===== config.mk =====
export PLATFORM = sky130hd
export DESIGN_NAME = wb_cmd_master
export DESIGN_NICKNAME = d
export VERILOG_FILES = /design/src/rtl/wb_cmd_master.sv
export SDC_FILE = /design/constraint.sdc
export NUM_CORES = 1
export LEC_CHECK = 0
export ABC_CLOCK_PERIOD_IN_PS = 4050
export CAP_MARGIN = 0
export CORE_UTILIZATION = 43
export DETAILED_ROUTE_END_ITERATION = 6
export GPL_TIMING_DRIVEN = 1
export PLACE_DENSITY = 0.8
export SETUP_SLACK_MARGIN = 0.4
export SLEW_MARGIN = 10
export SYNTH_ARGS = -nofsm -noshare
export SYNTH_HDL_FRONTEND = slang
export SYNTH_SLANG_ARGS = --single-unit

===== constraint.sdc =====
create_clock -name clk_i -period 4.05 [get_ports clk_i]
set_clock_uncertainty 0.15 [all_clocks]
set_input_delay 0.405 -clock clk_i [delete_from_list [all_inputs] [get_ports clk_i]]
set_output_delay 0.405 -clock clk_i [all_outputs]
set_load 0.005 [all_outputs]

===== src/rtl/wb_cmd_master.sv =====
// wb_cmd_master: turns one command handshake into a single Wishbone classic transfer and returns a response.
// Latency: response valid in the 2nd cycle after the accept edge for a zero-wait responder, +1 per wait state.
// Backpressure: one transfer outstanding; cmd_ready_o stays low until the response is taken with rsp_ready_i.
// Build option: define WB_CMD_MASTER_RETRY_EN to re-issue on rty_i (up to MAX_RETRIES times, 1 idle cycle between attempts).
module wb_cmd_master #(
    parameter int unsigned TIMEOUT_CYCLES = 255,
    parameter int unsigned MAX_RETRIES    = 3
) (
    input  logic        clk_i,
    input  logic        rst_i,
    // command channel
    input  logic        cmd_valid_i,
    output logic        cmd_ready_o,
    input  logic        cmd_we_i,
    input  logic [31:0] cmd_adr_i,
    input  logic [3:0]  cmd_sel_i,
    input  logic [31:0] cmd_dat_i,
    // response channel
    output logic        rsp_valid_o,
    input  logic        rsp_ready_i,
    output logic [31:0] rsp_dat_o,
    output logic [1:0]  rsp_status_o,
    // Wishbone initiator
    output logic        cyc_o,
    output logic        stb_o,
    output logic        we_o,
    output logic [31:0] adr_o,
    output logic [3:0]  sel_o,
    output logic [31:0] dat_o,
    input  logic [31:0] dat_i,
    input  logic        ack_i,
    input  logic        err_i,
    input  logic        rty_i
);

    localparam logic [1:0] ST_OK      = 2'b00;
    localparam logic [1:0] ST_ERR     = 2'b01;
    localparam logic [1:0] ST_TIMEOUT = 2'b10;
    localparam logic [1:0] ST_RTY_EXH = 2'b11;

    // Timeout compare value; the counter is fixed at 16 bits.
    localparam logic [15:0] TO_LIMIT = 16'(TIMEOUT_CYCLES);

    typedef enum logic [1:0] {
        S_IDLE,
        S_BUS,
        S_GAP,
        S_RESP
    } state_t;

    state_t      state;
    logic [15:0] to_cnt;

`ifdef WB_CMD_MASTER_RETRY_EN
    localparam int RW = (MAX_RETRIES < 1) ? 1 : $clog2(MAX_RETRIES + 1);
    logic [RW-1:0] retry_cnt;
`else
    // Retry count is irrelevant without the retry build; keep the parameter referenced.
    if (MAX_RETRIES > 32'hFFFF_FFFE) begin : g_retry_param_unused
    end
`endif

    logic        bus_done;
    logic        bus_retry;
    logic [1:0]  bus_status;
    logic [31:0] bus_rdat;

    // Resolve what the current bus cycle's sampled terminations mean: err > rty > ack > timeout.
    always_comb begin
        bus_done   = 1'b0;
        bus_retry  = 1'b0;
        bus_status = ST_OK;
        bus_rdat   = 32'h0;
        if (err_i) begin
            bus_done   = 1'b1;
            bus_status = ST_ERR;
        end else if (rty_i) begin
`ifdef WB_CMD_MASTER_RETRY_EN
            if (retry_cnt < RW'(MAX_RETRIES)) begin
                bus_retry = 1'b1;
            end else begin
                bus_done   = 1'b1;
                bus_status = ST_RTY_EXH;
            end
`else
            bus_done   = 1'b1;
            bus_status = ST_RTY_EXH;
`endif
        end else if (ack_i) begin
            bus_done   = 1'b1;
            bus_status = ST_OK;
            bus_rdat   = we_o ? 32'h0 : dat_i;
        end else if (to_cnt + 16'd1 == TO_LIMIT) begin
            bus_done   = 1'b1;
            bus_status = ST_TIMEOUT;
        end
    end

    // Transfer FSM with all outputs registered; reset drops the bus asynchronously.
    always_ff @(posedge clk_i or negedge rst_i) begin
        if (!rst_i) begin
            state        <= S_IDLE;
            to_cnt       <= 16'h0;
            cmd_ready_o  <= 1'b0;
            rsp_valid_o  <= 1'b0;
            rsp_dat_o    <= 32'h0;
            rsp_status_o <= ST_OK;
            cyc_o        <= 1'b0;
            stb_o        <= 1'b0;
            we_o         <= 1'b0;
            adr_o        <= 32'h0;
            sel_o        <= 4'h0;
            dat_o        <= 32'h0;
`ifdef WB_CMD_MASTER_RETRY_EN
            retry_cnt    <= '0;
`endif
        end else begin
            case (state)
                S_IDLE: begin
                    cmd_ready_o <= 1'b1;
                    if (cmd_valid_i && cmd_ready_o) begin
                        cmd_ready_o <= 1'b0;
                        we_o        <= cmd_we_i;
                        adr_o       <= cmd_adr_i;
                        sel_o       <= cmd_sel_i;
                        dat_o       <= cmd_dat_i;
                        cyc_o       <= 1'b1;
                        stb_o       <= 1'b1;
                        to_cnt      <= 16'h0;
`ifdef WB_CMD_MASTER_RETRY_EN
                        retry_cnt   <= '0;
`endif
                        state       <= S_BUS;
                    end
                end
                S_BUS: begin
                    if (bus_done) begin
                        cyc_o        <= 1'b0;
                        stb_o        <= 1'b0;
                        rsp_valid_o  <= 1'b1;
                        rsp_status_o <= bus_status;
                        rsp_dat_o    <= bus_rdat;
                        state        <= S_RESP;
                    end else if (bus_retry) begin
                        cyc_o <= 1'b0;
                        stb_o <= 1'b0;
`ifdef WB_CMD_MASTER_RETRY_EN
                        retry_cnt <= retry_cnt + 1'b1;
`endif
                        state <= S_GAP;
                    end else begin
                        to_cnt <= to_cnt + 16'd1;
                    end
                end
                S_GAP: begin
                    // Re-issue with the same registered address/data/control.
                    cyc_o  <= 1'b1;
                    stb_o  <= 1'b1;
                    to_cnt <= 16'h0;
                    state  <= S_BUS;
                end
                S_RESP: begin
                    if (rsp_ready_i) begin
                        rsp_valid_o  <= 1'b0;
                        rsp_dat_o    <= 32'h0;
                        rsp_status_o <= ST_OK;
                        cmd_ready_o  <= 1'b1;
                        state        <= S_IDLE;
                    end
                end
                default: begin
                    state <= S_IDLE;
                end
            endcase
        end
    end

endmodule


==> out/summary.txt <==
Asr flop ratio synth: 1.00
Vias: 4,161
Clk slew on worst S/H paths: 0.06 ns
Layout cells sized above 1: 0.141
Req. time, crit path: 4.21 ns
Detailed placement HPWL: 10.5 mm
Fin util: 0.698
CP bufs+invs: 1
Iteration-0 DRC count of the detailed router: 198
Final Max Tran Viols: 0
Synth area leader: dfrtp_1
Slowest-stage cell, CP: or4_4
Core Rows: 39
H-Tree Depth: 4
Syn Inst Count: 396
DR pass1 iterations: 5
Input/output buffers: 214
EDFF count, synth: 0
Clock sinks: 124
Slew headroom: 0.242
Status: finished clean
Min cycle time layout: 3.45 ns
HP Start: adr_o[10]
Post-Syn Area per Cell: 13.2 sq um
Synth warn: 0
Total nets after synthesis: 506
Global placer's final weighted congestion: 0.862
Via density: 5.43
Final Hold Vio Count: 0
Final-stage net count: 720
First-pass GRT wire length: 23.9 mm
Worst setup margin: 0.601 ns
DRC: 0
Synth area leaders: dfrtp_1 59%, mux2_2 7.9%, mux2_1 6.9%
Design area: 8140 sq um
Grt total ovfl: 0
Final Setup Violations: 0
Count leader, synth: dfrtp_1
Initial Utilization: 0.450
Antenna violations before repair: 0
Die area: 12,600 sq um
RSZ-0062 raised after global routing: false
Die height: 112 um
Static leakage: 3.40 nW
Post-Place Setup Slack: 0.588 ns
Tot Pwr: 5.41 mW
Top cell family by delay on the critical path: simple AND/OR/NAND/NOR gates
Pin count of the biggest net entering global routing: 72
Commonest cells post-synth: 124 x dfrtp_1, 37 x mux2_2, 32 x a22o_1, 32 x mux2_1, 24 x nand2_1
I/O pin total: 215
Fin Setup TNS: 0 ns
Max Cap Violations: 0
WL/cell: 19.4 um
PwrDens: 665 nW/um^2
Worst min-delay path class: reg2reg
Peak supply drop: 0.500 mV
FF+latch count, synth: 124
Setup crit start: to_cnt[0]
Total CTS buffers: 17
Achievable frequency: 0.290 GHz
Post-Synthesis Cell Area: 5240 sq um
Nature of the critical path endpoint: flop
Setup CP Type: reg2reg
Setup Buffers After CTS: 0
Post-DP Area: 7470 sq um
Synth top area share: 0.592
WL final: 14.9 mm
Sequential fraction of the synthesis area: 0.592
Worst setup SP type: flop
Core area: 11,700 sq um
Predominant post-synthesis flop cell: dfrtp_1
Die X: 112 um
Clock Latency Late Sink: 0.42 ns
Ant. Diodes: 0
Antenna-violating nets left: 0
Vias in the first global route: 4,604
Clock Tree Root: clkbuf_16
Final Cycle Share: 0.852
Arr. time, crit path: 3.60 ns
Max Root-Sink Buffers: 2
CTS tree: yes
FF-to-FF Start: to_cnt[0]
Count of cell types in the netlist: 58
Area growth from synthesis to layout: 55.2%
Crit path cell chain: ha_2, nand4_2, or4_4, xnor2_1, or4_1, a211oi_4, o311ai_4, buf_4, a22o_1
Worst slew pin tran: 1.14 ns
GR Util All Layers: 0.251
Crit-path max cell delay: 0.60 ns
Worst-path maximum fanout: 32
per-stage QoR:
step	cells	hold WS, ns
after floorplan	396	-0.0406
after global placement	733	0.317
after detailed placement	733	0.328
after CTS	766	0.341
after global routing	766	0.354
final	766	0.338
timing repair:
action                     CTS  global route
hold buffers                 1             0
hold endpoints to repair     1             0
resized for setup            0             1
setup endpoints to repair    0             2
cells by family (layout without fill, tap and decap cells):
group,count (synthesis),count (layout),synth area share
AOI/OAI and AO/OA,72,72,0.117
buffers and inverters,33,260,0.0317
muxes,74,74,0.158
DFF,124,124,0.592
and+or+nand+nor,85,85,0.0873
xor gates and xnor gates,6,6,0.0100
adders and majority gates,2,2,0.00477
flip-flops by register name (all words and copies together), names as in the netlist:
name	cells
cmd_ready_o	1
to_cnt	16
rsp_status_o	2
rsp_dat_o	32
we_o	1
state	2
adr_o	32
rsp_valid_o	1
stb_o	1
sel_o	4
dat_o	32
worst paths after layout:
path                       slack, ns  cells after the start       endpoint
setup / recovery                0.60                      9  rsp_dat_o[30]
hold / removal                  0.34                      1      adr_o[10]
setup reg to reg                0.60                      9  rsp_dat_o[30]
hold reg to reg                 0.34                      1      adr_o[10]
max in group asynchronous       2.31                      3      adr_o[16]
min in group asynchronous       0.50                      2      adr_o[10]
layout by cell type (no fill, tap or decap), drive strengths merged, types with 2 or more instances in the layout:
master / count
clkdlybuf4s50: 213
a31oi: 2
o311ai: 2
a211oi: 3
o31ai: 2
xnor2: 3
clkbuf: 19
clkinv: 3
o211ai: 3
inv: 9
a22o: 32
nor4: 5
nand2: 24
ha: 2
or4: 4
nand4: 4
bufinv: 5
nor2: 16
nand3: 12
nor3b: 2
a21oi: 7
mux2i: 5
nor3: 11
clkinvlp: 3
mux2: 69
xor2: 3
o21ai: 7
dfrtp: 124
o2bb2ai: 2
buf: 7
metal layers:
metal	track usage	routed length, um	vias up
met2	0.424	7630	181
li1	-	-	1887
met3	0.109	1320	42
met1	0.273	5440	2051
met4	0.118	490	0
met5	0	0	-
final cells by class:
class	count	area, sq um
well taps	143	179
repair buffers	221	2190
inverters	7	26.3
clock buffers	19	443
flip-flops and latches	124	3100
clock inverters	13	213
fillers	811	3520
multi-input cells	239	1980
report_power, final:
group	internal, mW	switching (mW)	leakage, nW
Sequential	1.66	0.292	1.58
Combinational	1.12	0.650	1.51
Clock	1.11	0.575	0.310
(Power assumes the default switching activity.)
